`src/rtl/spi_reg_pkg.sv`:
```
// Shared types and constants for the SPI register-access controller.
package spi_reg_pkg;

  typedef enum logic [1:0] {
    IDLE = 2'd0,
    CMD  = 2'd1,
    DATA = 2'd2,
    DONE = 2'd3
  } state_t;

  localparam int FRAME_BITS = 16;
  localparam int ADDR_BITS  = 7;
  localparam int DATA_BITS  = 8;

  function automatic logic addr_ok(input logic [ADDR_BITS-1:0] addr,
                                   input int unsigned num_regs);
    return 32'(addr) < num_regs;
  endfunction

endpackage

```
`src/rtl/synchronizer.sv`:
```
// Two-flop synchronizer for one asynchronous pin; holds its state while ena is low.
module synchronizer (
  input  logic rstb,
  input  logic clk,
  input  logic ena,
  input  logic d,
  output logic q
);

  logic meta;

  always_ff @(posedge clk or negedge rstb) begin
    if (!rstb) begin
      meta <= 1'b0;
      q    <= 1'b0;
    end else if (ena) begin
      meta <= d;
      q    <= meta;
    end
  end

endmodule

```
`src/rtl/spi_reg_ctrl.sv`:
```
// SPI mode-0 slave turning 16-bit frames into register writes and reads.
// Read frames are only supported when SPI_REG_READ_EN is defined.
module spi_reg_ctrl
  import spi_reg_pkg::*;
#(
  parameter int unsigned NUM_REGS = 8
) (
  input  logic                 rstb,
  input  logic                 clk,
  input  logic                 ena,
  input  logic                 spi_cs_n,
  input  logic                 spi_clk,
  input  logic                 spi_mosi,
  output logic                 spi_miso,
  output logic                 reg_wr_en,
  output logic [ADDR_BITS-1:0] reg_addr,
  output logic [DATA_BITS-1:0] reg_wdata,
  input  logic [DATA_BITS-1:0] reg_rdata
);

  logic cs_s, sclk_s, mosi_s, sclk_prev;
  logic rise;

  synchronizer u_sync_cs   (.rstb(rstb), .clk(clk), .ena(ena), .d(spi_cs_n), .q(cs_s));
  synchronizer u_sync_sclk (.rstb(rstb), .clk(clk), .ena(ena), .d(spi_clk),  .q(sclk_s));
  synchronizer u_sync_mosi (.rstb(rstb), .clk(clk), .ena(ena), .d(spi_mosi), .q(mosi_s));

  assign rise = sclk_s & ~sclk_prev;

  state_t         state;
  logic [3:0]     bit_cnt;
  logic [6:0]     rx_shift;
  logic           cmd_wr;

`ifdef SPI_REG_READ_EN
  logic           fall;
  logic           load_pending;
  logic [6:0]     tx_rest;
  logic [7:0]     rd_byte;

  assign fall    = ~sclk_s & sclk_prev;
  assign rd_byte = addr_ok(reg_addr, NUM_REGS) ? reg_rdata : 8'h00;
`else
  logic unused_rdata;

  assign unused_rdata = ^reg_rdata;
  assign spi_miso     = 1'b0;
`endif

  always_ff @(posedge clk or negedge rstb) begin
    if (!rstb) begin
      state        <= IDLE;
      bit_cnt      <= 4'd0;
      rx_shift     <= 7'd0;
      cmd_wr       <= 1'b0;
      sclk_prev    <= 1'b0;
      reg_wr_en    <= 1'b0;
      reg_addr     <= '0;
      reg_wdata    <= '0;
`ifdef SPI_REG_READ_EN
      load_pending <= 1'b0;
      tx_rest      <= 7'd0;
      spi_miso     <= 1'b0;
`endif
    end else if (ena) begin
      sclk_prev <= sclk_s;
      reg_wr_en <= 1'b0;
      // Deselect overrides everything, including a 16th edge in the same cycle.
      if (cs_s) begin
        state   <= IDLE;
        bit_cnt <= 4'd0;
`ifdef SPI_REG_READ_EN
        load_pending <= 1'b0;
        tx_rest      <= 7'd0;
        spi_miso     <= 1'b0;
`endif
      end else begin
        case (state)
          IDLE: begin
            state    <= CMD;
            bit_cnt  <= 4'd0;
            rx_shift <= 7'd0;
          end
          CMD: begin
            if (rise) begin
              rx_shift <= {rx_shift[5:0], mosi_s};
              bit_cnt  <= bit_cnt + 4'd1;
              if (bit_cnt == 4'd7) begin
                cmd_wr   <= rx_shift[6];
                reg_addr <= {rx_shift[5:0], mosi_s};
                state    <= DATA;
`ifdef SPI_REG_READ_EN
                load_pending <= ~rx_shift[6];
`endif
              end
            end
          end
          DATA: begin
            if (rise) begin
              rx_shift <= {rx_shift[5:0], mosi_s};
              bit_cnt  <= bit_cnt + 4'd1;
              if (bit_cnt == 4'(FRAME_BITS - 1)) begin
                state <= DONE;
                if (cmd_wr && addr_ok(reg_addr, NUM_REGS)) begin
                  reg_wr_en <= 1'b1;
                  reg_wdata <= {rx_shift, mosi_s};
                end
              end
            end
`ifdef SPI_REG_READ_EN
            // The fall right after the command byte must not shift: bit7 is sampled on the next rise.
            if (load_pending) begin
              load_pending <= 1'b0;
              spi_miso     <= rd_byte[7];
              tx_rest      <= rd_byte[6:0];
            end else if (fall && !cmd_wr && bit_cnt > 4'd8) begin
              spi_miso <= tx_rest[6];
              tx_rest  <= {tx_rest[5:0], 1'b0};
            end
`endif
          end
          DONE: begin
            state <= DONE;
          end
          default: state <= IDLE;
        endcase
      end
    end
  end

endmodule

```
`config.mk`:
```
export PLATFORM = sky130hd
export DESIGN_NAME = spi_reg_ctrl
export DESIGN_NICKNAME = d
export VERILOG_FILES = /design/src/rtl/spi_reg_pkg.sv /design/src/rtl/synchronizer.sv /design/src/rtl/spi_reg_ctrl.sv
export SDC_FILE = /design/constraint.sdc
export NUM_CORES = 1
export LEC_CHECK = 0
export ABC_CLOCK_PERIOD_IN_PS = 1800
export CELL_PAD_IN_SITES_DETAIL_PLACEMENT = 2
export CELL_PAD_IN_SITES_GLOBAL_PLACEMENT = 2
export CORE_UTILIZATION = 35
export DETAILED_ROUTE_END_ITERATION = 10
export PLACE_DENSITY_LB_ADDON = 0.25
export SLEW_MARGIN = 20
export SYNTH_ARGS = -nofsm -noshare
export SYNTH_HDL_FRONTEND = slang
export SYNTH_SLANG_ARGS = --single-unit
```
`constraint.sdc`:
```
create_clock -name clk -period 1.8 [get_ports clk]
set_input_delay 0.45 -clock clk [delete_from_list [all_inputs] [get_ports clk]]
set_output_delay 0.45 -clock clk [all_outputs]
set_load 0.01 [all_outputs]
```
[Word level (Yosys, flattened, before mapping)]
Index checks and enable logic that the tools add are counted.
Widths: inputs -> output; s select.
Operators by class
  equality and inequality tests: 11
  reduce and logical (&&, ||, !) cells: 10
  magnitude comparators: 1
  multiplexer cells: 16
  $add $sub $neg: 1
  bitwise operators: 3
Operators with widths (number)
  $pmux 7 s2: 1
  $ne 3x2->1 const B: 4
  $mux 2: 5
  $reduce_and 5->1: 2
  $mux 4: 2
  $pmux 2 s4: 1
  $pmux 4 s2: 1
  $lt 7x4->1 const B: 1
  $mux 7: 1
  $reduce_and 6->1: 1
  $mux 1: 5
  $add 4x1->4 const B: 1
  $eq 2x2->1 const B: 2
  $eq 4x3->1 const B: 1
  $eq 4x4->1 const B: 1
  $reduce_and 4->1: 1
  $ne 3x1->1 const B: 1
  $reduce_and 3->1: 1
  $reduce_bool 3->1: 1
  $eq 2x1->1 const B: 1
  $logic_not 2->1: 1
  $ne 2x1->1 const B: 1
  $not 1->1: 2
  $reduce_bool 2->1: 1
  other kinds (3): 3
Word-level totals
  bits of input ports: 14
  logic and storage cells: 56
  register bits: 37
  output and inout bits: 17

[Logic depth before layout (Yosys ltp)]
Gate-level depths: netlist of run 1.
  word-level depth: 7
  mapped depth: 6
  gate-level depth less buffers: 5

[Hierarchy]
Synthesis of run 1 repeated with hierarchy kept, for this count alone.
Second synthesis, totals
  cell total of the unflattened synthesis: 127
  area total of the unflattened synthesis: 1680.4 um2
By module, submodules not included
  spi_reg_ctrl: area an instance 1462.7 um2, instances 1, cells each 115, seq. area each 775.7 um2
  synchronizer: area an instance 72.6 um2, instances 3, cells each 4, seq. area each 50.0 um2

[Worst setup path before layout of run 1]
No wires, ideal clock.
  kind: register -> register
  start: register state[0]
  end: register bit_cnt[0]
  stages on the path, launching flop included: 7
  slack: 0.156 ns
  library setup time: 0.066 ns
  arrival time: 1.578 ns
  data required time: 1.734 ns
  period minus slack after synthesis: 1.644 ns
  buffers on the path: 1
  path through: dfrtp_1 -> inv_1 -> ha_1 -> clkbuf_2 -> inv_1 -> o311ai_1 -> mux2_2
On the way
  word-level cells in the longest chain between the ends: 4
  elaborated cells between the ends (all ways): 9
  those cells by class: eq/ne (3); mux (2); reduce/logical (4)
RTL lines
  start, declared: RTL line spi_reg_ctrl.sv:30  | state_t state;
  start signal, assigned: RTL line spi_reg_ctrl.sv:52  | state <= IDLE;
  start signal, assigned: RTL line spi_reg_ctrl.sv:70  | state <= IDLE;
  start signal, assigned: RTL line spi_reg_ctrl.sv:80  | state <= CMD;
  $eq 2x2->1 or $eq 2x1->1 (tied branches): RTL line spi_reg_ctrl.sv:78  | case (state)
  $reduce_or 2->1 (no source line)
  $ne 3x1->1 (no source line) (tied with other cells)
  $reduce_and 3->1 (no source line) or $mux 4 (tied branches)
  end signal, assigned: RTL line spi_reg_ctrl.sv:87  | bit_cnt <= bit_cnt + 4'd1;
  end signal, assigned: RTL line spi_reg_ctrl.sv:101  | bit_cnt <= bit_cnt + 4'd1;
  end, declared: RTL line spi_reg_ctrl.sv:31  | logic [3:0] bit_cnt;
Several ways; a longest one is shown, not always the timed one.
A chain may end at the register's enable or synchronous reset.

[Final worst setup path of run 1]
  start: input ena
  end: register reg_addr[1]
On the way
  word-level cells in the longest chain between the ends: 1
RTL lines
  start, declared: RTL line spi_reg_ctrl.sv:10  | input logic ena,
  $reduce_and 5->1 (no source line)
  end signal, assigned: RTL line spi_reg_ctrl.sv:90  | reg_addr <= {rx_shift[5:0], mosi_s};
  end, declared: RTL line spi_reg_ctrl.sv:16  | output logic [ADDR_BITS-1:0] reg_addr,
Every way passes these cells.

==> flow_summary.toml, run 1 <==
[cts]
root_buffer = "clkbuf_8"
cts_sinks = 37
cts-buffers-inserted = 5
ctsResizeCount = 0
clock_latency_ns = 0.28
postCtsHoldBufs = 0
clk_pin_slew_ns = 0.07
cts_setup_buffers = 0
cts_tree = "built"
cts_max_path_buffers = 2
htree_levels = 2

[timing]
final_max_slew_viol_count = 0
hold_viol = 0
period_needed_ns = 1.735
max_freq_ghz = 0.5763
fin_crit_sh_pct = 96.41
fin_ws_ns = 0.06468
clock_skew_ns = 0.004697
fin_setup_tns_ns = 0
setup-violations-final = 0

[power_and_ir_drop]
power_density_nw_per_um2 = 914.6
finalPower_mw = 2.003
leakage_nw = 1.002
vdd_drop_max_uv = 366.5

[drt]
wire_per_inst_um = 17.73
drt-initial-drc-count = 31
drt.antenna.violating_nets = 0
dr_total_vias = 1146
routed.top_layer = "met4"
dr_wl_met2_mm = 2.075
wl_met1_mm = 1.826
dr_wl_met3_um = 119
drc = 0
via_per_inst = 4.983
dr.pass1.iters = 3
routed_wirelength_mm = 4.079

[final_layout]
areaGrowthSynthToFinish_pct = 27.00
n_antenna_cell = 0
nets = 183
fillers = 478
final_cell_mix = "dfrtp_1, clkdlybuf4s50_1, mux2_2, inv_1"
drive_above_1_share_pct = 28.22
final_common_cell = "dfrtp_1"
fin_util_pct = 46.36

[worst_hold_path]
hold_class = "in -> async"

[worst_setup_path]
r2r-start = "bit_cnt[0]"
path_delay_family = "buffers and inverters"
crit_path_start = "ena"
end_kind = "register"
r2r_setup_slack_ns = 0.09
worst_path_most_repeated_cell = "and4b_1"
cpPeakStageDelay_ns = 0.47
cp_slowest_cell = "clkdlybuf4s50_1"
critPathKind = "in -> reg"
cp_num_buf_inv = 2
critPathLaunchType = "input port"
reg2reg_depth = 5
rr_endpoint = "reg_addr[1]"
crit_fanout = 8
critPathRequiredTime_ns = 1.97
crit_chain = "clkdlybuf4s50_1 -> and4b_1 -> and4b_1 -> buf_12 -> mux2_4"
crit_arrival_ns = 1.90

[floorplan]
die_width_um = 72.19
die-area_um2 = 5211
start_util_pct = 36.50
io-pin-count = 31
core_region_area_um2 = 4723
rows = 25
fp.dieH_um = 72.19

[global_route]
grt_pass1_vias = 1363
grt_start_max_net_pins = 21
grt_antenna_before_repair = 0
grt_pass1_wl_mm = 6.651
track_usage_pct = 17.47
grt_overflow = 0

[yosys]
yosysSeqAreaShare_pct = 53.70
avgSynthCellArea_um2 = 13.16
syn_area_um2 = 1724
synthMuxAreaShare_pct = 18.00
synthCells = 131
yosysWarnings = 0
synth_top_family_by_area = "multiplexers"
synth_compound_area_share_pct = 7.692
synth-simple-area-share_pct = 10.89
synthXorXnorAreaFrac_pct = 0.5080
synth_nets = 151
yosysUniqueCellTypes = 33
synthAdderAreaFrac_pct = 4.354
synth_seq_cells = 37

[placement]
io_buffers = 21
hpwl_mm = 2.881
gp_congestion = 0.7609
post-place-ws_ns = -0.2457

[outcome]
status = "complete, no violations"

[job]
cap_violations = 0
## report_power, final
part / internal (mW) / switching, mW / total, mW
registers: 0.887 / 0.0478 / 0.934
logic: 0.201 / 0.292 / 0.493
clock network: 0.304 / 0.271 / 0.575
total: 1.39 / 0.611 / 2.00
## synth_stat cells
| cell type | n | area [um2] |
|---|---|---|
| a21o_1 | 1 | 7.510 |
| a22o_1 | 2 | 17.52 |
| and2b_1 | 1 | 7.510 |
| and3_1 | 1 | 6.260 |
| and4b_1 | 3 | 30.03 |
| and4bb_2 | 1 | 12.51 |
| buf_1 | 1 | 3.750 |
| buf_4 | 2 | 15.01 |
| buf_6 | 1 | 11.26 |
| clkbuf_1 | 1 | 3.750 |
| clkbuf_2 | 1 | 5.000 |
| conb_1 | 1 | 3.750 |
| dfrtp_1 | 37 | 925.9 |
| ha_1 | 6 | 75.07 |
| inv_1 | 11 | 41.29 |
| mux2_2 | 16 | 180.2 |
| mux2_4 | 8 | 120.1 |
| mux2i_1 | 1 | 10.01 |
| nand2b_1 | 3 | 18.77 |
| nand3_1 | 1 | 5.000 |
| nand4_1 | 7 | 43.79 |
| nand4_2 | 1 | 12.51 |
| nor2_1 | 1 | 3.750 |
| nor2b_1 | 2 | 12.51 |
| nor3b_1 | 3 | 22.52 |
| nor3b_2 | 1 | 12.51 |
| o2111a_1 | 1 | 11.26 |
| o211ai_1 | 2 | 15.01 |
| o21a_1 | 2 | 15.01 |
| o21ai_0 | 8 | 40.04 |
| o311ai_0 | 2 | 17.52 |
| o311ai_1 | 1 | 8.760 |
| xnor2_1 | 1 | 8.760 |
## state kept, by name, summed over array words and instances (netlist names)
register	flops
bit_cnt	4
cmd_wr	1
reg_addr	7
reg_wdata	8
reg_wr_en	1
rx_shift	7
sclk_prev	1
state	2
u_sync_cs.meta	1
u_sync_cs.q	1
u_sync_mosi.meta	1
u_sync_mosi.q	1
u_sync_sclk.meta	1
u_sync_sclk.q	1
## cell type report
class | count | area (um2) | area share [%]
Timing Repair Buffer | 31 | 317.8 | 14.51
Inverter | 11 | 41.29 | 1.886
Multi-Input combinational cell | 77 | 734.5 | 33.54
Tap cell | 67 | 83.83 | 3.829
Sequential cell | 37 | 925.9 | 42.29
Clock buffer | 7 | 86.33 | 3.943
## layer usage
layer | track usage, % | vias to the layer above
li1 | - | 529
met1 | 21.18 | 593
met2 | 28.97 | 17
met3 | 4.722 | 7
met4 | 8.061 | 0
met5 | 0 | -
## through the flow
stage / hold slack (ns) / instances / instance area, um2
floorplan: 0.1544 / 131 / 1724
CTS: 0.1090 / 230 / 2173
global placement: 0.4170 / 223 / 2087
detailed placement: 0.4278 / 223 / 2087
global route: 0.1117 / 230 / 2190
finish: 0.1049 / 230 / 2190
## cell families (layout without fill, tap and decap cells)
logic type                 count (synthesis)  count (layout)
xor gates and xnor gates                   1               1
other                                      1               1
AOI/OAI and AO/OA                         19              19
muxes                                     25              25
and+or+nand+nor                           25              25
DFF                                       37              37
adders and majority gates                  6               6
buffers and inverters                     17              49
## worst max-delay path by stage
stage | end | slack (ns) | cells after the start
finish | reg_addr[1] | 0.06 | 5
detailed placement | reg_addr[4] | -0.25 | 5
global route | rx_shift[4] | -0.01 | 5
global placement | reg_addr[2] | -0.23 | 5
floorplan | bit_cnt[0] | 0.16 | 6
CTS | bit_cnt[0] | 0.02 | 5
(Power assumes the default switching activity.)
==> run 2: changes to the inputs <==
--- a/config.mk
+++ b/config.mk
@@ -10,8 +10,11 @@
 export CELL_PAD_IN_SITES_GLOBAL_PLACEMENT = 2
 export CORE_UTILIZATION = 35
 export DETAILED_ROUTE_END_ITERATION = 10
+export HOLD_SLACK_MARGIN = 0.1
 export PLACE_DENSITY_LB_ADDON = 0.25
+export SETUP_SLACK_MARGIN = 0.02
 export SLEW_MARGIN = 20
 export SYNTH_ARGS = -nofsm -noshare
 export SYNTH_HDL_FRONTEND = slang
 export SYNTH_SLANG_ARGS = --single-unit
+export TNS_END_PERCENT = 20
==> run 2 against run 1 <==
Cell count unchanged. Via count decreased by 0.52%. Routed wire length about the same. First-iteration DRC count increased by 16%. Critical path depth unchanged. Register-to-register slack about the same. Final area about the same. Combinational power about the same. Clock power about the same. Sequential share of layout area about the same. Non-clock buffer count unchanged.
==> flow_summary.toml, run 2 (synthesis gave the netlist of run 1 again) <==
[placement]
post-place-ws_ns = -0.2457
gp_congestion = 0.7609
io_buffers = 21
hpwl_mm = 2.881

[global_route]
grt_start_max_net_pins = 21
busiest_layer = "met2"
grt_use_met2_pct = 28.97
grt_antenna_before_repair = 0
grt_pass1_vias = 1363
grtUsageMet1_pct = 21.18
grt_overflow = 0
track_usage_pct = 17.47
use_met3_pct = 4.722
grt_pass1_wl_mm = 6.651

[floorplan]
core_region_area_um2 = 4723
die_width_um = 72.19
rows = 25
fp.dieH_um = 72.19
io-pin-count = 31
start_util_pct = 36.50
die-area_um2 = 5211

[worst_setup_path]
reg2reg_depth = 5
r2r-start = "bit_cnt[0]"
critPathRequiredTime_ns = 1.97
rr_endpoint = "reg_addr[1]"
crit_arrival_ns = 1.91
r2r_setup_slack_ns = 0.08
crit_fanout = 8
end_kind = "register"
critPathLaunchType = "input port"
critPathKind = "in -> reg"

[drt]
dr_total_vias = 1140
dr.pass1.iters = 4
wire_per_inst_um = 17.72
drc = 0
drt.antenna.violating_nets = 0
via_per_inst = 4.957
routed_wirelength_mm = 4.075
drt-initial-drc-count = 36

[timing]
clock_skew_ns = 0.004612
rsz0062_at_grt = "no"
hold_viol = 0
hold_slack_ns = 0.1042
fin_setup_tns_ns = 0
period_needed_ns = 1.744
setup-violations-final = 0
final_max_slew_viol_count = 0
fin_crit_sh_pct = 96.88
max_freq_ghz = 0.5734
fin_ws_ns = 0.05611

[final_layout]
final-seq-area_um2 = 925.9
largest-register = "reg_wdata"
final_cell_mix = "dfrtp_1, clkdlybuf4s50_1, mux2_2, inv_1"
fillers = 480
drive_above_1_share_pct = 28.83
reg_top3 = "reg_wdata (8), reg_addr (7), rx_shift (7)"
final_common_cell = "dfrtp_1"
multi_input_area_um2 = 735.7
areaGrowthSynthToFinish_pct = 27.07
n_antenna_cell = 0
largest_reg_flops = 8
nets = 183

[cts]
cts_tree = "built"
root_buffer = "clkbuf_8"
cts_sinks = 37
clk_pin_slew_ns = 0.07
postCtsHoldBufs = 0
cts-buffers-inserted = 5
cts_max_path_buffers = 2
htree_levels = 2
clock_latency_ns = 0.28

[power_and_ir_drop]
finalPower_mw = 2.004
leakage_nw = 1.003
power_density_nw_per_um2 = 914.7
vdd_drop_max_uv = 366.1

[worst_hold_path]
hold_class = "in -> async"

[outcome]
status = "complete, no violations"

[job]
cap_violations = 0
## run 2: critical path, stage by stage
cell             delay [ns]
clkdlybuf4s50_1        0.47
and4b_1                0.26
and4b_1                0.27
buf_12                 0.15
mux2_4                 0.30
## run 2: timing repair
item,CTS,global route
setup endpoints to repair,0,16
setup buffers,0,0
hold endpoints to repair,0,0
resized for setup,0,4
## run 2: metrics by stage
| step | cell area, um2 | instances | utilization (%) |
|---|---|---|---|
| after detailed placement | 2087 | 223 | 44.19 |
| final | 2191 | 230 | 46.38 |
| after global routing | 2191 | 230 | 46.38 |
| after CTS | 2173 | 230 | 46.01 |
| after global placement | 2087 | 223 | 44.19 |
| after floorplan | 1724 | 131 | - |
## run 2: worst max path at each step
stage	startpoint	endpoint	slack [ns]	cells after the start
after CTS	state[1]	bit_cnt[0]	0.02	5
after detailed placement	ena	reg_addr[4]	-0.25	5
after floorplan	state[0]	bit_cnt[0]	0.16	6
final	ena	reg_addr[1]	0.06	5
after global placement	ena	reg_addr[2]	-0.23	5
after global routing	bit_cnt[0]	reg_addr[6]	0.04	5
## run 2: routing by layer
| layer | wire length (um) | part of all wire (%) | vias to the layer above |
|---|---|---|---|
| met5 | 0 | 0 | - |
| met4 | 57 | 1.4 | 0 |
| met3 | 131 | 3.2 | 7 |
| met2 | 2078 | 51 | 21 |
| met1 | 1807 | 44 | 582 |
| li1 | - | - | 530 |
## run 2: layout make-up
class,instances,share of cell area [%]
Timing Repair Buffer,31,14.51
Tap cell,67,3.826
Clock buffer,7,3.941
Inverter,11,1.885
Multi-Input combinational cell,77,33.58
Sequential cell,37,42.26
## run 2: where the power goes
group,internal (mW),switching (mW),leakage [nW]
Clock,0.304,0.272,0.0443
Combinational,0.203,0.292,0.460
Sequential,0.887,0.0478,0.499
==> run 3: changes to the inputs <==
--- a/config.mk
+++ b/config.mk
@@ -5,9 +5,9 @@
 export SDC_FILE = /design/constraint.sdc
 export NUM_CORES = 1
 export LEC_CHECK = 0
-export ABC_CLOCK_PERIOD_IN_PS = 1800
 export CELL_PAD_IN_SITES_DETAIL_PLACEMENT = 2
 export CELL_PAD_IN_SITES_GLOBAL_PLACEMENT = 2
+export CORE_MARGIN = 4
 export CORE_UTILIZATION = 35
 export DETAILED_ROUTE_END_ITERATION = 10
 export HOLD_SLACK_MARGIN = 0.1
==> constraint.sdc (replaced) <==
create_clock -name clk -period 1.8 [get_ports clk]
set_input_delay 0.45 -clock clk [delete_from_list [all_inputs] [get_ports clk]]
set_output_delay 0.45 -clock clk [all_outputs]
set_load 0.05 [all_outputs]
==> run 3 against run 2 <==
Total power is essentially flat. Combinational power shrank 1%. Hold slack gained 0.40 ns. Clock-buffer cell count is the same. Cell count grew 0.87%. Final area shrank 1.3%. Routed wire length shrank 1.2%. Sequential power is essentially flat. First-iteration DRC count shrank 44%. Critical path depth is the same. Worst setup slack gained 0.028 ns. Critical endpoint is now reg_addr[4]. Largest cell class unchanged. Highest routed layer unchanged.
==> flow_summary.toml, run 3 (synthesis gave the netlist of run 1 again) <==
[worst_setup_path]
rr_endpoint = "reg_addr[4]"
crit_path_start = "ena"
crit_arrival_ns = 1.89
crit_fanout = 8
critPathLaunchType = "input port"
end_kind = "register"
r2r_setup_slack_ns = 0.10
critPathKind = "in -> reg"
critPathRequiredTime_ns = 1.97
reg2reg_depth = 5
r2r-start = "bit_cnt[1]"
worstSetupEndpoint = "reg_addr[4]"

[drt]
drc = 0
dr.pass1.iters = 4
routed_wirelength_mm = 4.025
drt-initial-drc-count = 20
dr_total_vias = 1145
via_per_inst = 4.935
drt.antenna.violating_nets = 0
wire_per_inst_um = 17.35

[timing]
setup-violations-final = 0
period_needed_ns = 1.716
rsz0062_at_grt = "no"
max_freq_ghz = 0.5829
final_max_slew_viol_count = 0
hold_viol = 0
fin_crit_sh_pct = 95.31
hold_slack_ns = 0.5073
clock_skew_ns = 0.005808

[floorplan]
core_region_area_um2 = 4755
start_util_pct = 36.26
die-area_um2 = 6113
die_width_um = 78.19
rows = 25
io-pin-count = 31
fp.dieH_um = 78.19

[power_and_ir_drop]
vdd_drop_max_uv = 506.9
leakage_nw = 1.045
finalPower_mw = 2.006
power_density_nw_per_um2 = 927.8

[final_layout]
n_antenna_cell = 0
reg_top3 = "reg_wdata (8), reg_addr (7), rx_shift (7)"
final_common_cell = "dfrtp_1"
areaGrowthSynthToFinish_pct = 25.40
final_cell_mix = "dfrtp_1, buf_4, mux2_2, inv_1"
nets = 185
drive_above_1_share_pct = 38.79
stdcell_count = 232
fillers = 494
fin_util_pct = 45.47
largest_reg_flops = 8
largest-register = "reg_wdata"

[global_route]
grt_pass1_vias = 1337
track_usage_pct = 15.06
grt_overflow = 0
grt_antenna_before_repair = 0
grt_pass1_wl_mm = 6.975
grt_start_max_net_pins = 23

[job]
cap_violations = 0

[cts]
htree_levels = 2
clock_latency_ns = 0.29
cts_tree = "built"
cts_sinks = 37
clk_pin_slew_ns = 0.07
cts_max_path_buffers = 2
cts-buffers-inserted = 5
root_buffer = "clkbuf_8"

[placement]
hpwl_mm = 3.053
io_buffers = 21
gp_congestion = 0.7417
place_inst = 223

[outcome]
status = "complete, no violations"

[worst_hold_path]
hold_class = "reg -> reg"
## run 3: cell count changes in the layout (fill, tap and decap cells not counted), sizes merged
cell | before | now
buf | 11 | 28
dlygate4sd3 | 0 | 1
clkdlybuf4s50 | 20 | 4
## run 3: through the flow
| step | setup TNS, ns | setup WS, ns | cell area [um2] |
|---|---|---|---|
| 6_report | 0 | 0.08438 | 2162 |
| 5_1_grt | 0 | 0.02375 | 2162 |
| 4_1_cts | 0 | 0.03523 | 2143 |
| 3_5_place_dp | -4.724 | -0.2480 | 2047 |
| 3_3_place_gp | -3.763 | -0.2283 | 2047 |
| 2_1_floorplan | 0 | 0.1558 | 1724 |
## run 3: per-layer routing
layer / vias up / track usage [%] / routed length [um]
met3: 6 / 3.784 / 137
met5: - / 0 / 0
met2: 21 / 28.08 / 2218
li1: 533 / - / -
met4: 0 / 4.720 / 54
met1: 585 / 16.65 / 1615
## run 3: what timing repair did
action	4_1_cts	5_1_grt
buffers inserted	0	1
resized for setup	0	3
setup endpoints to repair	0	18
hold buffers	1	0
endpoints found under the hold margin	15	0
## run 3: layout make-up
type / instances / area [um2] / share of cell area, %
clock buffers: 7 / 86.33 / 3.993
repair buffers: 33 / 295.3 / 13.66
multi-input cells: 77 / 729.5 / 33.74
inverters: 11 / 41.29 / 1.910
well taps: 67 / 83.83 / 3.877
flip-flops and latches: 37 / 925.9 / 42.82
## run 3: where the power goes
| part | internal (mW) | leakage (nW) | total [mW] | switching (mW) |
|---|---|---|---|---|
| Clock | 0.304 | 0.0443 | 0.587 | 0.283 |
| Sequential | 0.886 | 0.499 | 0.932 | 0.0458 |
| Combinational | 0.200 | 0.501 | 0.487 | 0.287 |
| Total | 1.39 | 1.04 | 2.01 | 0.616 |
## run 3: how the worst min path moves through the flow
stage,cells after the start,from,slack [ns],end
final,1,reg_wdata[3],0.51,reg_wdata[3]
after global routing,1,cmd_wr,0.53,cmd_wr
after CTS,1,u_sync_mosi.meta,0.51,u_sync_mosi.meta
after detailed placement,1,rstb,0.40,u_sync_cs.q
after global placement,1,rstb,0.40,u_sync_cs.q
after floorplan,0,rstb,0.15,bit_cnt[0]
## run 3: worst max-delay path: stages
cell             delay (ns)
clkdlybuf4s50_1        0.47
and4b_1                0.25
and4b_1                0.26
buf_12                 0.15
mux2_4                 0.30
